[src/rtl/ext_cal_sequencer.sv]
// ext_cal_sequencer: external-calibration sequencer driving the RF-switch GPIO
// control word through IDLE -> ADV -> TX -> GAP phases for one channel, with
// a programmable number of TX bursts per run.
// Build option: define EXT_CAL_CONT_EN to enable continuous mode (burst_num == 0
// repeats bursts until abort). Without it, burst_num == 0 runs a single burst.
module ext_cal_sequencer #(
    parameter int NUM_CH = 4,
    parameter int GPIO_W = 32,
    parameter int CNT_W  = 16
) (
    input  logic                     clk,
    input  logic                     rst_n,
    input  logic                     start,
    input  logic                     abort,
    input  logic [3:0]               cal_sel,
    input  logic [CNT_W-1:0]         adv_len,
    input  logic [CNT_W-1:0]         tx_len,
    input  logic [CNT_W-1:0]         gap_len,
    input  logic [7:0]               burst_num,
    input  logic [GPIO_W-1:0]        rx_word,
    input  logic [GPIO_W-1:0]        adv_word,
    input  logic [NUM_CH*GPIO_W-1:0] tx_words,
    output logic [GPIO_W-1:0]        gpio_out,
    output logic                     busy,
    output logic                     tx_active,
    output logic                     done,
    output logic                     start_err,
    output logic [7:0]               burst_idx
);

    typedef enum logic [1:0] {S_IDLE, S_ADV, S_TX, S_GAP} state_t;

    localparam logic [CNT_W-1:0] CNT_ONE = 1;

    state_t             state;
    logic [CNT_W-1:0]   cnt;
    logic [CNT_W-1:0]   adv_len_q;
    logic [CNT_W-1:0]   tx_len_q;
    logic [CNT_W-1:0]   gap_len_q;
    logic [7:0]         burst_num_q;
    logic [GPIO_W-1:0]  adv_word_q;
    logic [GPIO_W-1:0]  rx_word_q;
    logic [GPIO_W-1:0]  tx_word_q;
    logic [GPIO_W-1:0]  sel_word;
    logic               sel_ok;
    logic               last_burst;

    // Pick the TX word of the requested channel (channels are numbered from 1)
    always_comb begin
        sel_word = '0;
        for (int unsigned k = 1; k <= NUM_CH; k++) begin
            if (cal_sel == 4'(k)) begin
                sel_word = tx_words[k*GPIO_W-1 -: GPIO_W];
            end
        end
    end

    assign sel_ok = (cal_sel != 4'd0) && (int'(cal_sel) <= NUM_CH);

`ifdef EXT_CAL_CONT_EN
    // A latched burst count of zero never matches, so the run only ends on abort
    assign last_burst = (burst_num_q != 8'd0) && ((burst_idx + 8'd1) == burst_num_q);
`else
    // burst_num_q is latched as at least 1, so zero behaves as a single burst
    assign last_burst = ((burst_idx + 8'd1) == burst_num_q);
`endif

    // Phase sequencing, latching of run parameters and registered outputs
    always_ff @(posedge clk) begin
        if (!rst_n) begin
            state       <= S_IDLE;
            cnt         <= '0;
            adv_len_q   <= '0;
            tx_len_q    <= '0;
            gap_len_q   <= '0;
            burst_num_q <= '0;
            adv_word_q  <= '0;
            rx_word_q   <= '0;
            tx_word_q   <= '0;
            gpio_out    <= '0;
            busy        <= 1'b0;
            tx_active   <= 1'b0;
            done        <= 1'b0;
            start_err   <= 1'b0;
            burst_idx   <= '0;
        end else begin
            done      <= 1'b0;
            start_err <= 1'b0;
            if (state != S_IDLE && abort) begin
                state     <= S_IDLE;
                cnt       <= '0;
                gpio_out  <= rx_word;
                busy      <= 1'b0;
                tx_active <= 1'b0;
            end else begin
                case (state)
                    S_IDLE: begin
                        gpio_out <= rx_word;
                        if (start && !abort) begin
                            if (sel_ok && tx_len != '0) begin
                                adv_len_q  <= adv_len;
                                tx_len_q   <= tx_len;
                                gap_len_q  <= gap_len;
`ifdef EXT_CAL_CONT_EN
                                burst_num_q <= burst_num;
`else
                                burst_num_q <= (burst_num == 8'd0) ? 8'd1 : burst_num;
`endif
                                adv_word_q <= adv_word;
                                rx_word_q  <= rx_word;
                                tx_word_q  <= sel_word;
                                burst_idx  <= '0;
                                cnt        <= '0;
                                busy       <= 1'b1;
                                tx_active  <= 1'b1;
                                if (adv_len == '0) begin
                                    state    <= S_TX;
                                    gpio_out <= sel_word;
                                end else begin
                                    state    <= S_ADV;
                                    gpio_out <= adv_word;
                                end
                            end else begin
                                start_err <= 1'b1;
                            end
                        end
                    end
                    S_ADV: begin
                        if (cnt == adv_len_q - CNT_ONE) begin
                            cnt      <= '0;
                            state    <= S_TX;
                            gpio_out <= tx_word_q;
                        end else begin
                            cnt <= cnt + CNT_ONE;
                        end
                    end
                    S_TX: begin
                        if (cnt == tx_len_q - CNT_ONE) begin
                            cnt       <= '0;
                            burst_idx <= burst_idx + 8'd1;
                            if (last_burst) begin
                                state     <= S_IDLE;
                                done      <= 1'b1;
                                gpio_out  <= rx_word;
                                busy      <= 1'b0;
                                tx_active <= 1'b0;
                            end else if (gap_len_q != '0) begin
                                state     <= S_GAP;
                                gpio_out  <= rx_word_q;
                                tx_active <= 1'b0;
                            end else if (adv_len_q != '0) begin
                                state    <= S_ADV;
                                gpio_out <= adv_word_q;
                            end else begin
                                gpio_out <= tx_word_q;
                            end
                        end else begin
                            cnt <= cnt + CNT_ONE;
                        end
                    end
                    S_GAP: begin
                        if (cnt == gap_len_q - CNT_ONE) begin
                            cnt       <= '0;
                            tx_active <= 1'b1;
                            if (adv_len_q != '0) begin
                                state    <= S_ADV;
                                gpio_out <= adv_word_q;
                            end else begin
                                state    <= S_TX;
                                gpio_out <= tx_word_q;
                            end
                        end else begin
                            cnt <= cnt + CNT_ONE;
                        end
                    end
                    default: begin
                        state <= S_IDLE;
                        cnt   <= '0;
                    end
                endcase
            end
        end
    end

endmodule

[config.mk]
export PLATFORM = sky130hd
export DESIGN_NAME = ext_cal_sequencer
export DESIGN_NICKNAME = d
export VERILOG_FILES = /design/src/rtl/ext_cal_sequencer.sv
export SDC_FILE = /design/constraint.sdc
export NUM_CORES = 1
export LEC_CHECK = 0
export BUFFER_PORTS_ARGS = -buffer_cell sky130_fd_sc_hd__buf_2
export CELL_PAD_IN_SITES_DETAIL_PLACEMENT = 2
export CELL_PAD_IN_SITES_GLOBAL_PLACEMENT = 2
export CORE_MARGIN = 8
export CORE_UTILIZATION = 33
export DETAILED_ROUTE_END_ITERATION = 8
export PLACE_DENSITY = 0.95
export SETUP_SLACK_MARGIN = 0.15
export SYNTH_ARGS = -nofsm -noshare
export SYNTH_HDL_FRONTEND = slang
export SYNTH_SLANG_ARGS = --single-unit
[constraint.sdc]
create_clock -name clk -period 6.4 [get_ports clk]
set_clock_uncertainty 0.05 [all_clocks]
set_input_delay 1.28 -clock clk [delete_from_list [all_inputs] [get_ports clk]]
set_output_delay 1.28 -clock clk [all_outputs]
set_load 0.02 [all_outputs]
==> results.tsv, run 1 <==
stage	metric	value	unit
logic_synthesis	Post-synth EDFFs	0	
finish	share of cells above drive strength 1	20.2	%
detailed_routing	DR vias/cell	5.97	
detailed_routing	drt first pass iters	5	
run	max_cap viols	0	
global_route	GRT busiest layer	met2	
logic_synthesis	top-count cell post-synth	nand2_1	
detailed_routing	DR vias	15400	
setup_path	Worst setup SP type	flip-flop	
logic_synthesis	most frequent cells after synthesis	393 x nand2_1, 214 x dfxtp_1, 148 x clkbuf_1, 123 x a21boi_0, 117 x a21oi_1	
timing	Period Utilization, post-route	70.5	%
timing	Setup TNS	0	ns
pwr	Max VDD drop	0.000176	V
placement	dpl ws	1.70	ns
clock_tree	hold-fix buffers at CTS	0	
placement	DP Wirelength	45.7	mm
global_route	largest net degree at the start of global routing	131	
global_route	global-route wire length before repair	101	mm
finish	Reg area	4290	sq um
worst_hold_path	hold crit path type	flip-flop to flip-flop	
timing	Slew @ Worst Pin	1.16	ns
setup_path	worst path required time	6.78	ns
clock_tree	Clock Tree Buf Depth	3	
clock_tree	post-CTS setup buffer count	0	
setup_path	Worst Path Class, Setup	flip-flop to flip-flop	
detailed_routing	routed wire length	64.9	mm
global_route	initial antenna violation count	15	
timing	WHS	0.425	ns
setup_path	kind of end point of the critical path	flip-flop	
clock_tree	Worst-path clk slew	0.06	ns
timing	Slew HR	20.9	%
detailed_routing	DR iter-0 viols	914	
clock_tree	clk root buf	clkbuf_16	
logic_synthesis	Area contributors post-synth	dfxtp_1 31%, nand2_1 11%, a21boi_0 6.8%	
logic_synthesis	asr flop ratio synth	0	%
global_route	GR Util met1	30.5	%
timing	Setup-failing EPs final	0	
detailed_routing	Avg WL per Cell	25.2	um
placement	port bufs	299	
finish	# fillers	4694	
placement	# placed instances	2525	
finish	area of the multi-input gates	8660	sq um
clock_tree	CTS buffer count	27	
detailed_routing	final antenna-violating net count	0	
finish	Post-Layout Cell Count	2573	
timing	RSZ-0062 raised after global routing	false	
timing	Slew Viols, Final	0	
pwr	Leak	6.57	nW
timing	Final WS setup	1.89	ns
die	floorplan row count	74	
setup_path	Arr. time, crit path	4.89	ns
global_route	total gr overflow	0	
timing	post-layout min period	4.51	ns
logic_synthesis	Post-Syn Area	13600	sq um
logic_synthesis	Post-Syn Instances	1836	
global_route	met2 GRT Util	46.1	%
setup_path	crit path max fanout	32	
clock_tree	latest clock arrival within the worst-skew pair	0.55	ns
clock_tree	Post-CTS Resized	0	
die	Die X	219	um
logic_synthesis	Netlist cell types	76	
finish	synth-to-layout area growth	19.6	%
pwr	overall power consumption	0.00368	W
logic_synthesis	Synthesized Nets	2097	
logic_synthesis	sequential area share after synthesis	31.5	%
logic_synthesis	cell taking the most area after synthesis	dfxtp_1	
detailed_routing	remaining routing DRC violations	0	
global_route	met3 Use GR	5.81	%
clock_tree	H-tree levels	1	
global_route	GRT Total Usage	26.1	%
die	IO Count	300	
clock_tree	CTS tree	yes	
timing	Highest Clock Rate	0.222	GHz
die	Die Y	219	um
pwr	power per cell area	226	nW/um^2
logic_synthesis	post-synth top area share	31.5	%
clock_tree	Clock Sinks	214	
logic_synthesis	most used flip-flop cell after synthesis	dfxtp_1	
global_route	vias in the first global route	17300	
placement	GP Congestion	0.872	
timing	endpoints failing hold	0	
status	run status	finished clean	
die	Core ar.	40700	sq um
logic_synthesis	syn avg cell area	7.41	sq um
die	die area	48000	sq um
die	Starting Density	33.4	%
finish	nets	2283	
logic_synthesis	Yosys reg bits	214	
logic_synthesis	synth warn	0	
## report_power, final
group / switching [W] / internal, W / leakage (nW)
registers: 0.0000507 / 0.00138 / 1.74
logic: 0.000441 / 0.000252 / 4.40
clock network: 0.000635 / 0.000916 / 0.427
total: 0.00113 / 0.00255 / 6.57
## per-stage QoR
stage	cell area, sq um	utilization, %
floorplan	13600	-
global placement	15400	37.8
detailed placement	15400	37.8
CTS	16300	39.9
global route	16300	39.9
finish	16300	39.9
## cell type report
| type | instances | area share [%] |
|---|---|---|
| Antenna cell | 3 | 0.0462 |
| Clock buffer | 39 | 4.80 |
| Clock inverter | 6 | 0.492 |
| Inverter | 22 | 0.508 |
| Multi-Input combinational cell | 1434 | 53.2 |
| Sequential cell | 214 | 26.3 |
| Tap cell | 532 | 4.09 |
| Timing Repair Buffer | 323 | 10.5 |
## logic make-up (layout without fill, tap and decap cells)
group / count (synthesis) / in the layout / synth area share (%)
xor gates and xnor gates: 68 / 68 / 4.48
DFF: 214 / 214 / 31.5
buffers and inverters: 188 / 390 / 5.27
adders and majority gates: 6 / 6 / 0.534
AOI/OAI and AO/OA: 586 / 586 / 29.9
other: 0 / 3 / 0
muxes: 59 / 59 / 4.61
and+or+nand+nor: 715 / 715 / 23.7
## final timing paths
| path | start | end | slack, ns | cells after the start |
|---|---|---|---|---|
| setup / recovery | gap_len_q[0]$_SDFFE_PN0P_ | cnt[12]$_SDFFE_PP0P_ | 1.89 | 11 |
| hold / removal | rx_word_q[18]$_SDFFE_PN0P_ | rx_word_q[18]$_SDFFE_PN0P_ | 0.43 | 2 |
| setup reg to reg | gap_len_q[0]$_SDFFE_PN0P_ | cnt[12]$_SDFFE_PP0P_ | 1.89 | 11 |
| hold reg to reg | rx_word_q[18]$_SDFFE_PN0P_ | rx_word_q[18]$_SDFFE_PN0P_ | 0.43 | 2 |
## registers in the layout (all words and copies together) (netlist names), 2 cells and up
| name | count |
|---|---|
| adv_len_q | 16 |
| adv_word_q | 32 |
| burst_idx | 8 |
| burst_num_q | 8 |
| cnt | 16 |
| gap_len_q | 16 |
| gpio_out | 32 |
| rx_word_q | 32 |
| state | 2 |
| tx_len_q | 16 |
| tx_word_q | 32 |
## routing by layer
| metal | wire [um] | up-vias |
|---|---|---|
| met4 | 2310 | 16 |
| li1 | - | 6957 |
| met3 | 4340 | 169 |
| met5 | 100 | - |
| met1 | 26200 | 7674 |
| met2 | 31900 | 546 |
## layout by cell type (no fill, tap or decap), types with 7 or more instances in the layout
cell and instances:
nor4_1 22, or2_2 9, o21ai_0 109, a211o_1 15, xnor2_1 47, or4_1 8
xor2_1 20, o211ai_1 36, o311ai_0 8, o21a_1 19, nand3b_1 11, and3_1 8
a211oi_1 29, buf_2 298, nor3_1 20, buf_4 22, nand3_1 56, a21boi_0 123
nand2_1 393, or3_1 18, o311a_1 9, a221oi_1 17, clkbuf_16 27, a21oi_1 116
a311oi_1 8, mux2i_1 41, nor2_1 101, o211a_1 35, inv_1 22, nand4_1 28
dfxtp_1 213, a221o_1 7, mux2_2 16
## critical path, stage by stage (launching register included)
cell	delay, ns
dfxtp_1	0.36
inv_1	0.08
ha_1	0.28
nor3b_1	0.68
nand2_1	0.26
o211ai_1	0.23
o41ai_1	0.14
o2111a_1	0.18
o2bb2ai_2	0.18
mux2i_4	0.91
nand2_1	0.53
o311ai_0	0.50
Note: power is estimated with default switching activity, not from simulation.
==> run 2: changes to the inputs <==
--- a/config.mk
+++ b/config.mk
@@ -9,9 +9,9 @@
 export CELL_PAD_IN_SITES_DETAIL_PLACEMENT = 2
 export CELL_PAD_IN_SITES_GLOBAL_PLACEMENT = 2
 export CORE_MARGIN = 8
-export CORE_UTILIZATION = 33
+export CORE_UTILIZATION = 28
 export DETAILED_ROUTE_END_ITERATION = 8
-export PLACE_DENSITY = 0.95
+export PLACE_DENSITY = 0.88
 export SETUP_SLACK_MARGIN = 0.15
 export SYNTH_ARGS = -nofsm -noshare
 export SYNTH_HDL_FRONTEND = slang
==> constraint.sdc (replaced) <==
create_clock -name clk -period 3.7 [get_ports clk]
set_clock_uncertainty 0.05 [all_clocks]
set_input_delay 0.74 -clock clk [delete_from_list [all_inputs] [get_ports clk]]
set_output_delay 0.74 -clock clk [all_outputs]
set_load 0.02 [all_outputs]
==> results.tsv, run 2 (synthesis results as in run 1) <==
stage	metric	value	unit
status	run status	finished clean	
clock_tree	clk root buf	clkbuf_16	
clock_tree	hold-fix buffers at CTS	0	
finish	# fillers	5603	
die	Die X	236	um
timing	Slew @ Worst Pin	1.09	ns
finish	synth-to-layout area growth	23.7	%
timing	Period Utilization, post-route	95.4	%
timing	Setup TNS	0	ns
detailed_routing	final antenna-violating net count	0	
timing	RSZ-0062 raised after global routing	true	
detailed_routing	drt first pass iters	4	
finish	commonest non-fill, non-tap cell in the layout	nand2_1	
timing	post-layout min period	3.53	ns
worst_hold_path	WHS Path Cells	3	
run	max_cap viols	0	
finish	area of the multi-input gates	8700	sq um
timing	Slew HR	27.2	%
setup_path	CP Launch Point	tx_len_q[3]$_SDFFE_PN0P_	
timing	endpoints failing hold	0	
pwr	Max VDD drop	0.000295	V
setup_path	cell repeated most along the worst path	or4_4	
setup_path	worst-path cell chain	or4_4 > or4_4 > a211o_1 > a221oi_2 > o2111ai_2 > o2bb2ai_2 > buf_4 > mux2i_4 > or4_1 > a21oi_1	
clock_tree	Clock Tree Buf Depth	3	
placement	DP Wirelength	46.8	mm
timing	Slew Viols, Final	0	
clock_tree	Worst-path clk slew	0.07	ns
global_route	initial antenna violation count	13	
setup_path	R2R Path End	state[1]$_SDFFE_PP0P_	
die	Die Y	236	um
clock_tree	latest clock arrival within the worst-skew pair	0.58	ns
worst_hold_path	hold crit path type	input pin to flip-flop	
global_route	total gr overflow	0	
global_route	GRT Total Usage	21.6	%
global_route	vias in the first global route	16800	
detailed_routing	remaining routing DRC violations	0	
setup_path	Reg2Reg Depth	10	
placement	# placed instances	2652	
finish	nets	2329	
timing	Setup-failing EPs final	0	
setup_path	Arr. time, crit path	3.99	ns
placement	GP Congestion	0.895	
clock_tree	Clock Sinks	214	
detailed_routing	routed wire length	63.1	mm
setup_path	reg-to-reg slack, setup	0.17	ns
pwr	power per cell area	381	nW/um^2
clock_tree	CTS tree	yes	
setup_path	Worst Path Class, Setup	flip-flop to flip-flop	
finish	Post-Layout Cell Count	2705	
placement	port bufs	299	
clock_tree	CTS buffer count	27	
setup_path	CP peak stage delay	0.58	ns
setup_path	Worst setup SP type	flip-flop	
die	Starting Density	28.4	%
detailed_routing	DR iter-0 viols	842	
timing	Highest Clock Rate	0.283	GHz
global_route	largest net degree at the start of global routing	106	
worst_hold_path	hold_sp	burst_num[6]	
die	die area	55900	sq um
finish	share of cells above drive strength 1	22.5	%
die	IO Count	300	
pwr	Leak	6.82	nW
setup_path	slowest stage cell, crit path	or4_4	
detailed_routing	DR vias/cell	5.60	
finish	commonest non-fill, non-tap cells in the layout	392 x nand2_1, 298 x buf_2, 213 x dfxtp_1, 123 x a21boi_0, 116 x a21oi_1	
detailed_routing	DR vias	15200	
setup_path	kind of end point of the critical path	flip-flop	
global_route	global-route wire length before repair	98.6	mm
setup_path	crit path max fanout	6	
detailed_routing	Avg WL per Cell	23.3	um
finish	Reg area	4290	sq um
setup_path	Worst R2R Start	tx_len_q[3]$_SDFFE_PN0P_	
setup_path	Worst Path Buf+Inv	1	
die	Core ar.	47800	sq um
setup_path	cell family with most CP delay	simple AND/OR/NAND/NOR gates	
clock_tree	H-tree levels	1	
setup_path	worst path required time	4.15	ns
worst_hold_path	WHS Endpoint	burst_num_q[6]$_SDFFE_PN0P_	
die	floorplan row count	80	
## run 2: metal layers
metal | GRT usage [%] | wire (um)
met5 | 0 | 89
met4 | 5.58 | 1450
met3 | 5.13 | 3810
met2 | 38.7 | 31300
met1 | 25.7 | 26400
## run 2: final cells by class
class	instances	share of cell area, %
inverter	22	0.491
sequential	214	25.5
tap	615	4.57
multi-input combinational	1434	51.7
antenna	4	0.0595
clock buffer	36	4.51
clock inverter	11	0.684
timing repair buffer	369	12.5
## run 2: tightest hold or removal path, stage by stage
cell	delay, ns
buf_2	0.11
nand2_1	0.04
a21boi_0	0.06
## run 2: worst max path at each step
stage,to,slack [ns],depth (start not counted)
final,state[1]$_SDFFE_PP0P_,0.17,10
after global routing,state[1]$_SDFFE_PP0P_,0.09,10
after CTS,burst_idx[2]$_SDFFE_PN0P_,0.16,11
after detailed placement,gpio_out[0]$_SDFFE_PN0P_,0.1,10
after global placement,gpio_out[21]$_SDFFE_PN0P_,0.18,10
after floorplan,gpio_out[4]$_SDFFE_PN0P_,0.32,11
## run 2: stage by stage
| step | power (W) | hold WS, ns | worst slack (ns) | instance area (sq um) | utilization [%] |
|---|---|---|---|---|---|
| final | 0.00641 | 0.379 | 0.168 | 16800 | 35.2 |
| after global routing | 0.00666 | 0.381 | 0.0933 | 16800 | 35.1 |
| after CTS | 0.00644 | 0.362 | 0.158 | 16800 | 35.0 |
| after detailed placement | 0.00371 | 0.409 | 0.0957 | 15900 | 33.2 |
| after global placement | 0.00365 | 0.401 | 0.183 | 15900 | 33.2 |
| after floorplan | 0.00319 | 0.393 | 0.323 | 13600 | - |
## run 2: repair_timing
action | CTS | global route
setup endpoints to repair | 9 | 21
pin swaps | 0 | 2
gates resized for setup | 3 | 9
setup buffers | 0 | 2
## run 2: report_power, final
part / leakage [nW] / switching [W] / total, W / internal [W]
combinational: 4.65 / 0.000734 / 0.00121 / 0.000473
clock: 0.434 / 0.00115 / 0.00272 / 0.00157
sequential: 1.74 / 0.0000896 / 0.00248 / 0.00239
total: 6.82 / 0.00198 / 0.00641 / 0.00444
